[config.mk]
export PLATFORM = sky130hd
export DESIGN_NAME = fetch_stage
export DESIGN_NICKNAME = d
export VERILOG_FILES = /design/src/rtl/fetch_stage.sv
export SDC_FILE = /design/constraint.sdc
export NUM_CORES = 1
export LEC_CHECK = 0
export ABC_AREA = 0
export BUFFER_PORTS_ARGS = -buffer_cell sky130_fd_sc_hd__buf_2
export CORE_MARGIN = 4
export CORE_UTILIZATION = 50
export CTS_BUF_LIST = sky130_fd_sc_hd__clkbuf_8
export CTS_CLUSTER_SIZE = 14
export DETAILED_ROUTE_END_ITERATION = 7
export GPL_TIMING_DRIVEN = 0
export HOLD_SLACK_MARGIN = 0.05
export PLACE_DENSITY = 0.81
export SKIP_CTS_REPAIR_TIMING = 1
export SLEW_MARGIN = 20
export SYNTH_ARGS = -nofsm -noshare
export SYNTH_HDL_FRONTEND = slang
export SYNTH_SLANG_ARGS = --single-unit
[constraint.sdc]
create_clock -name i_clk -period 3.9 [get_ports i_clk]
set_input_delay 0.195 -clock i_clk [delete_from_list [all_inputs] [get_ports i_clk]]
set_output_delay 0.195 -clock i_clk [all_outputs]
set_load 0.1 [all_outputs]
[src/rtl/fetch_stage.sv]
// rtl/fetch_stage.sv - RV32I instruction fetch stage with in-order response FIFO
//
// Purpose: owns the PC, issues word fetches over a req/gnt + in-order rvalid
// memory port, queues returned words with their PC and hands them to decode
// over valid/ready. Redirects from execute restart fetch and discard stale
// in-flight responses.
//
// Ports:
//   i_clk, i_rst_n                   clock, asynchronous active-low reset
//   o_imem_req/o_imem_addr           fetch request and word address
//   i_imem_gnt                       request accepted
//   i_imem_rvalid/i_imem_rdata       in-order response word
//   i_redirect/i_redirect_pc         taken branch/jump target
//   o_inst_valid/o_inst/o_inst_pc    head instruction toward decode
//   i_inst_ready                     decode consumes head
//
// Optional feature: FETCH_BYPASS_EN (zero-latency forward of a response into
// an empty FIFO).
module fetch_stage #(
   parameter logic [31:0] RESET_ADDR = 32'h0000_0000,
   parameter int          FIFO_DEPTH = 2
) (
   input  logic        i_clk,
   input  logic        i_rst_n,
   output logic        o_imem_req,
   output logic [31:0] o_imem_addr,
   input  logic        i_imem_gnt,
   input  logic        i_imem_rvalid,
   input  logic [31:0] i_imem_rdata,
   input  logic        i_redirect,
   input  logic [31:0] i_redirect_pc,
   output logic        o_inst_valid,
   output logic [31:0] o_inst,
   output logic [31:0] o_inst_pc,
   input  logic        i_inst_ready
);

   localparam int AW = (FIFO_DEPTH > 1) ? $clog2(FIFO_DEPTH) : 1;
   localparam int CW = AW + 1;
   localparam int SW = CW + 2;
   localparam logic [SW-1:0] DEPTH_S = SW'(FIFO_DEPTH);
   localparam logic [CW-1:0] ONE     = CW'(1);
   localparam logic [AW-1:0] PTR_ONE = AW'(1);

   typedef enum logic [1:0] {
      S_BOOT  = 2'd0,
      S_RUN   = 2'd1,
      S_DRAIN = 2'd2
   } state_t;

   state_t        state, state_next;
   logic [31:0]   pc, resp_pc, redirect_target;
   logic [CW-1:0] live_cnt, kill_cnt, fifo_count;
   logic [CW-1:0] live_next, kill_next;
   logic [AW-1:0] wr_ptr, rd_ptr;
   logic [31:0]   mem_inst [FIFO_DEPTH];
   logic [31:0]   mem_pc   [FIFO_DEPTH];
   logic [SW-1:0] credit_used;
   logic          fire, rsp_drop, rsp_take, fifo_empty, bypass, push, pop;

   assign redirect_target = {i_redirect_pc[31:2], 2'b00};
   assign fifo_empty      = (fifo_count == '0);

   // Every outstanding request (live or doomed) and every buffered word holds
   // a FIFO slot, so a returning word always has room.
   assign credit_used = SW'(live_cnt) + SW'(kill_cnt) + SW'(fifo_count);
   assign o_imem_req  = (state != S_BOOT) && !i_redirect && (credit_used < DEPTH_S);
   assign o_imem_addr = pc;
   assign fire        = o_imem_req && i_imem_gnt;

   // Stale responses are always older than live ones, so they drain first.
   assign rsp_drop = i_imem_rvalid && (kill_cnt != '0);
   assign rsp_take = i_imem_rvalid && (kill_cnt == '0) && (live_cnt != '0);

`ifdef FETCH_BYPASS_EN
   assign bypass = fifo_empty && rsp_take && !i_redirect;
`else
   assign bypass = 1'b0;
`endif

   assign pop  = !fifo_empty && i_inst_ready;
   assign push = rsp_take && !i_redirect && !(bypass && i_inst_ready);

   always_comb begin
      o_inst_valid = 1'b0;
      o_inst       = '0;
      o_inst_pc    = '0;
      if (!fifo_empty) begin
         o_inst_valid = 1'b1;
         o_inst       = mem_inst[rd_ptr];
         o_inst_pc    = mem_pc[rd_ptr];
      end else if (bypass) begin
         o_inst_valid = 1'b1;
         o_inst       = i_imem_rdata;
         o_inst_pc    = resp_pc;
      end
   end

   // On redirect every live request becomes doomed; a response landing in the
   // same cycle retires one of them immediately.
   always_comb begin
      live_next = live_cnt;
      kill_next = kill_cnt;
      if (i_redirect) begin
         live_next = '0;
         kill_next = kill_cnt + live_cnt - ((rsp_drop || rsp_take) ? ONE : '0);
      end else begin
         live_next = live_cnt + (fire ? ONE : '0) - (rsp_take ? ONE : '0);
         kill_next = kill_cnt - (rsp_drop ? ONE : '0);
      end
   end

   always_comb begin
      state_next = state;
      case (state)
         S_BOOT:  state_next = S_RUN;
         S_RUN:   if (i_redirect && (kill_next != '0)) state_next = S_DRAIN;
         S_DRAIN: if (kill_next == '0) state_next = S_RUN;
         default: state_next = S_BOOT;
      endcase
   end

   always_ff @(posedge i_clk or negedge i_rst_n) begin
      if (!i_rst_n) begin
         state      <= S_BOOT;
         pc         <= RESET_ADDR;
         resp_pc    <= RESET_ADDR;
         live_cnt   <= '0;
         kill_cnt   <= '0;
         fifo_count <= '0;
         wr_ptr     <= '0;
         rd_ptr     <= '0;
      end else begin
         state    <= state_next;
         live_cnt <= live_next;
         kill_cnt <= kill_next;
         if (i_redirect) begin
            pc         <= redirect_target;
            resp_pc    <= redirect_target;
            fifo_count <= '0;
            wr_ptr     <= '0;
            rd_ptr     <= '0;
         end else begin
            if (fire)     pc      <= pc + 32'd4;
            if (rsp_take) resp_pc <= resp_pc + 32'd4;
            if (push)     wr_ptr  <= wr_ptr + PTR_ONE;
            if (pop)      rd_ptr  <= rd_ptr + PTR_ONE;
            fifo_count <= fifo_count + (push ? ONE : '0) - (pop ? ONE : '0);
         end
      end
   end

   always_ff @(posedge i_clk) begin
      if (push) begin
         mem_inst[wr_ptr] <= i_imem_rdata;
         mem_pc[wr_ptr]   <= resp_pc;
      end
   end

endmodule

# == Yosys cells after proc, flatten, opt, wreduce, memory -nomap -nowiden ==
# Memories as Yosys holds them, arrays and structs flattened.
# Cells that the tools add are included.
# W data, S select, Z words.
# word_totals
out_inout_bits,98
word_cells,78
mem_bits_rw,128
n_memories,2
regBits,74
# op_classes
muxes,25
order_cmp,1
eq_ne,4
add_sub_neg,13
reduce_logical,25
# mem_list
name,depth,width,rd,rd_clocked_by_memory_dff,wr,line_no,text
mem_inst,2,32,1,0,1,56,logic [31:0] mem_inst [FIFO_DEPTH];
mem_pc,2,32,1,0,1,57,logic [31:0] mem_pc [FIFO_DEPTH];
# ops
operator,count
$mux W32,6
$add A32 B3 Y32 const B,2
$reduce_bool A2 Y1,8
$mux W1,13
$mux W2,5
$logic_and A1 B1 Y1,9
$logic_not A2 Y1,4
$sub A2 B1 Y2,4
$pmux W2 S3,1
$add A2 B1 Y2,2
$add A3 B2 Y4,1
$lt A4 B2 Y1 const B,1
$ne A2 B2 Y1 const B,2
$add A2 B2 Y3,1
$add A1 B1 Y1 const B,2
$add A2 B2 Y2,1
$eq A2 B1 Y1 const B,1
$eq A2 B2 Y1 const B,1
$logic_not A1 Y1,2
$reduce_and A2 Y1,1
$logic_or A1 B1 Y1,1

# == Depth between registers and ports, before layout ==
# depth
ltp_word,11
mapped_depth,16
ltp_nobuf,13

# == Least setup slack after synthesis ==
# No wires, ideal clock.
# synth_timing
kind,reg2reg
from,reg kill_cnt[1]
to,mem mem_inst[0][0] (enable)
arrival_ns,3.620
stages_incl_launch_ff,4
slack_ns,-0.202
setup_ns,0.482
n_path_buf,0
path_cell_list,dfrtp_1 -> nor3_2 -> nand2_1 -> nor2_1
# synth_via
elab_chain_len,6
# synth_lines
element,line_no,text
from (decl),53,"logic [CW-1:0] live_cnt, kill_cnt, fifo_count;"
from (signal assigned),136,kill_cnt <= kill_next;
$logic_not A2 Y1,73,assign rsp_take = i_imem_rvalid && (kill_cnt == '0) && (live_cnt != '0);
$logic_and A1 B1 Y1 (2 in a row),73,
$logic_and A1 B1 Y1,82,assign push = rsp_take && !i_redirect && !(bypass && i_inst_ready);
$mux W1,154,if (push) begin
$mux W1 (not written as such),155,mem_inst[wr_ptr] <= i_imem_rdata;
to (decl),56,
# No other way between the ends.

# == Worst setup path in the final report ==
# layout_timing
from,reg kill_cnt[1]
to,reg live_cnt[1]
# layout_via
elab_chain_len,9
word_cells_on_any_way,13
classes_between,add/sub: 4; order compare: 1; mux: 3; reduce/logical: 5
# layout_lines
element,line_no,text
$add A2 B2 Y3,66,assign credit_used = SW'(live_cnt) + SW'(kill_cnt) + SW'(fifo_count);
$add A3 B2 Y4,66,
$lt A4 B2 Y1,67,assign o_imem_req = (state != S_BOOT) && !i_redirect && (credit_used < DEPTH_S);
$logic_and A1 B1 Y1,67,
$logic_and A1 B1 Y1,69,assign fire = o_imem_req && i_imem_gnt;
$mux W1,108,live_next = live_cnt + (fire ? ONE : '0) - (rsp_take ? ONE : '0);
$add A2 B1 Y2,108,
$sub A2 B1 Y2 (*),108,
$mux W2 (*),104,if (i_redirect) begin
named net live_next[1],54,"logic [CW-1:0] live_next, kill_next;"
to (signal assigned),135,live_cnt <= live_next;
to (decl),53,
# The timed path passes the listed nets; every way through them passes the cells marked *.
# A chain may end at the register's enable or synchronous reset.

==> reports/metrics.yaml <==
hold_path.class: "in2reg"
yosys_warnings: 0
netlist_instances: 719
cts_tree: "yes"
final-hold-violation-count: 0
fin_skew_ps: 16.8
synth_area_um2: 8720
syn_avg_cell_area_um2: 12.1
cp.buffers_inverters: 7
synth_edf_count: 124
diodes: 0
fin_cells: 1207
grt_pass1_wl_mm: 31.8
crit_path_cell_trace: "inv_1 -> fa_1 -> inv_1 -> ha_1 -> nor4b_2 -> and3b_1 -> buf_4 -> inv_2 -> buf_2 -> buf_2 -> ha_1 -> inv_1 -> ha_1 -> xnor2_1 -> xnor2_1 -> nor2_1"
worstSkewPairLatency_ps: 450
pwr_density_cell_nw_per_um2: 727
r2r-start: "kill_cnt[1]"
post-dp-hpwl_mm: 14.9
relSlewSlack: 0.150
period_minus_slack_ps: 3560
worst_pin_slew_ps: 1270
crit_family: "adder cells"
report.final.setup_viol: 0
max_stage_delay_ps: 510
cts-buffers-inserted: 17
die_y_um: 140
vdd_drop_max_mv: 0.561
path_clk_slew_ps: 100
grtUsageTotal: 0.206
drive_above_1_share: 0.224
rsz0062_at_grt: "no"
coreArea_um2: 17200
placed_cells_incl_taps: 1113
grt_max_degree: 50
grt_antenna_before_repair: 0
ys_ff_latch: 194
drt_iter0_markers: 356
clock_path_buffers: 2
ys.flop_type: "edfxtp_1"
critPathLaunch: "kill_cnt[1]"
die_x_um: 140
crit_arrival_ps: 3890
drc: 0
drv_slew: 0
finalNetCount: 1052
drtPass1Iterations: 5
maxCapViolCount: 0
cp-start-kind: "flip-flop"
cpMaxStageDelayCell: "fa_1"
area_growth_syn_to_layout_pct: 26.5
endpoint_kind: "flip-flop"
vias: 6547
ios: 168
status: "complete, no violations"
htree_levels: 4
rows: 48
globalRouteOverflowTotal: 0
synth_cell_types: 50
ys_seq_area_frac: 0.628
ant_nets: 0
routed_wl_mm: 20.9
design.die.area_um2: 19600
path_class: "reg2reg"
root_buffer: "clkbuf_8"
min_from: "i_redirect_pc[20]"
report.power.total_w: 0.00801
synth-async-reset-ratio: 0.361
wl_per_cell_um: 17.3
start_util: 0.508
grt_pass1_vias: 6197
leakagePower_nw: 4.37
place_congestion: 0.896
viasPerCell: 5.42
crit_fanout: 10
portBuffers: 161
max_freq_ghz: 0.281
cp.required_ps: 4230
period_share: 0.912
cts.sinks: 194
==> registers in the layout, summed over array words and instances (netlist names), 2 cells and up <==
name and flops:
mem_inst 64, mem_pc 60, o_imem_addr 30, resp_pc 30
fifo_count 2, kill_cnt 2, live_cnt 2, state 2
==> cells by family (layout without fill, tap and decap cells) <==
logic type	count (synthesis)	in the layout	share of synthesized area
simple gates	259	259	0.142
fa+ha+maj	13	13	0.0195
compound gates	90	90	0.0659
xor+xnor	36	36	0.0362
other cells	1	4	0.000430
buf+inv	57	317	0.0277
flops	194	194	0.628
mux	69	69	0.0798
==> cell type report <==
type | instances | area (µm²)
well taps | 225 | 282
multi-input cells | 471 | 3020
clock buffers | 17 | 234
clock inverters | 15 | 210
plain buffers | 37 | 166
flip-flops and latches | 194 | 5480
inverters | 20 | 75.1
fillers | 1324 | 6150
repair buffers | 228 | 1560
==> metal layers <==
metal | global-route usage | up-vias | wire [µm]
li1 | - | 3128 | -
met1 | 0.279 | 3110 | 8750
met4 | 0.0627 | 0 | 439
met2 | 0.337 | 282 | 10200
met3 | 0.0420 | 27 | 1510
met5 | 0 | - | 0
==> layout by cell type, fill, tap and decap left out, types with 6 or more instances in the layout <==
| cell type | instances |
|---|---|
| o211ai_1 | 13 |
| mux2i_1 | 65 |
| a31oi_1 | 7 |
| dfrtp_1 | 70 |
| dlygate4sd3_1 | 62 |
| o21ai_0 | 40 |
| o311ai_0 | 12 |
| ha_1 | 12 |
| buf_4 | 6 |
| a21oi_1 | 7 |
| nand4_1 | 26 |
| buf_2 | 167 |
| xnor2_1 | 11 |
| clkbuf_8 | 17 |
| clkbuf_1 | 20 |
| inv_1 | 19 |
| and2_1 | 8 |
| edfxtp_1 | 124 |
| nor2_1 | 90 |
| nand2_1 | 60 |
| and3_1 | 8 |
| xor2_1 | 25 |
| nand3_1 | 32 |
==> metrics by stage <==
| stage | hold WS (ps) | setup slack [ps] | utilization | TNS (ps) | area, µm² |
|---|---|---|---|---|---|
| global placement | 383 | -475 | 0.572 | -41890 | 9820 |
| CTS | -358 | 331 | 0.606 | 0 | 10400 |
| finish | 95.8 | 343 | 0.642 | 0 | 11000 |
| global route | 107 | 129 | 0.642 | 0 | 11000 |
| floorplan | -101 | 783 | - | 0 | 8730 |
| detailed placement | 150 | 367 | 0.580 | 0 | 9960 |
==> tightest hold or removal path, cell delays in order <==
cell	delay (ps)
buf_2	80
nand2_1	100
o21ai_0	120
==> synthesized netlist by cell type, types with 3 or more instances <==
cell	count	area, µm²
and2_1	8	50.1
xnor2_1	11	96.3
nor2_1	91	342
inv_1	18	67.6
a21oi_1	7	35.0
nor4_2	3	37.5
nand4_1	26	163
buf_4	5	37.5
nor4_1	5	31.3
o211ai_1	13	97.6
and4_1	3	26.3
edfxtp_1	124	3720
xor2_1	25	219
and3_1	9	56.3
a31oi_1	7	43.8
o21ai_0	40	200
buf_2	7	35.0
clkbuf_1	20	75.1
nand3_1	32	160
nand2_1	60	225
nor2b_1	3	18.8
o311ai_0	12	105
dfrtp_1	70	1750
or3_1	5	31.3
buf_1	5	18.8
mux2_2	4	45.0
ha_1	12	150
mux2i_1	65	651
nor3_1	5	25.0
==> power breakdown <==
part | switching [W] | internal, W | total (W) | leakage, nW
Clock | 0.000670 | 0.000761 | 0.00143 | 0.229
Combinational | 0.00324 | 0.000766 | 0.00401 | 2.17
Sequential | 0.000211 | 0.00237 | 0.00258 | 1.97
Total | 0.00412 | 0.00389 | 0.00801 | 4.37
==> path summary, 6_finish.rpt <==
kind / cells past startpoint / slack, ps / to
setup / recovery: 16 / 340 / live_cnt[1]
hold / removal: 3 / 100 / resp_pc[20]
setup reg to reg: 16 / 340 / live_cnt[1]
hold reg to reg: 0 / 520 / mem_pc[0][21]
max in group asynchronous: 3 / 3130 / rd_ptr
min in group asynchronous: 2 / 200 / o_imem_addr[23]
Note: power is estimated with default switching activity, not from simulation.
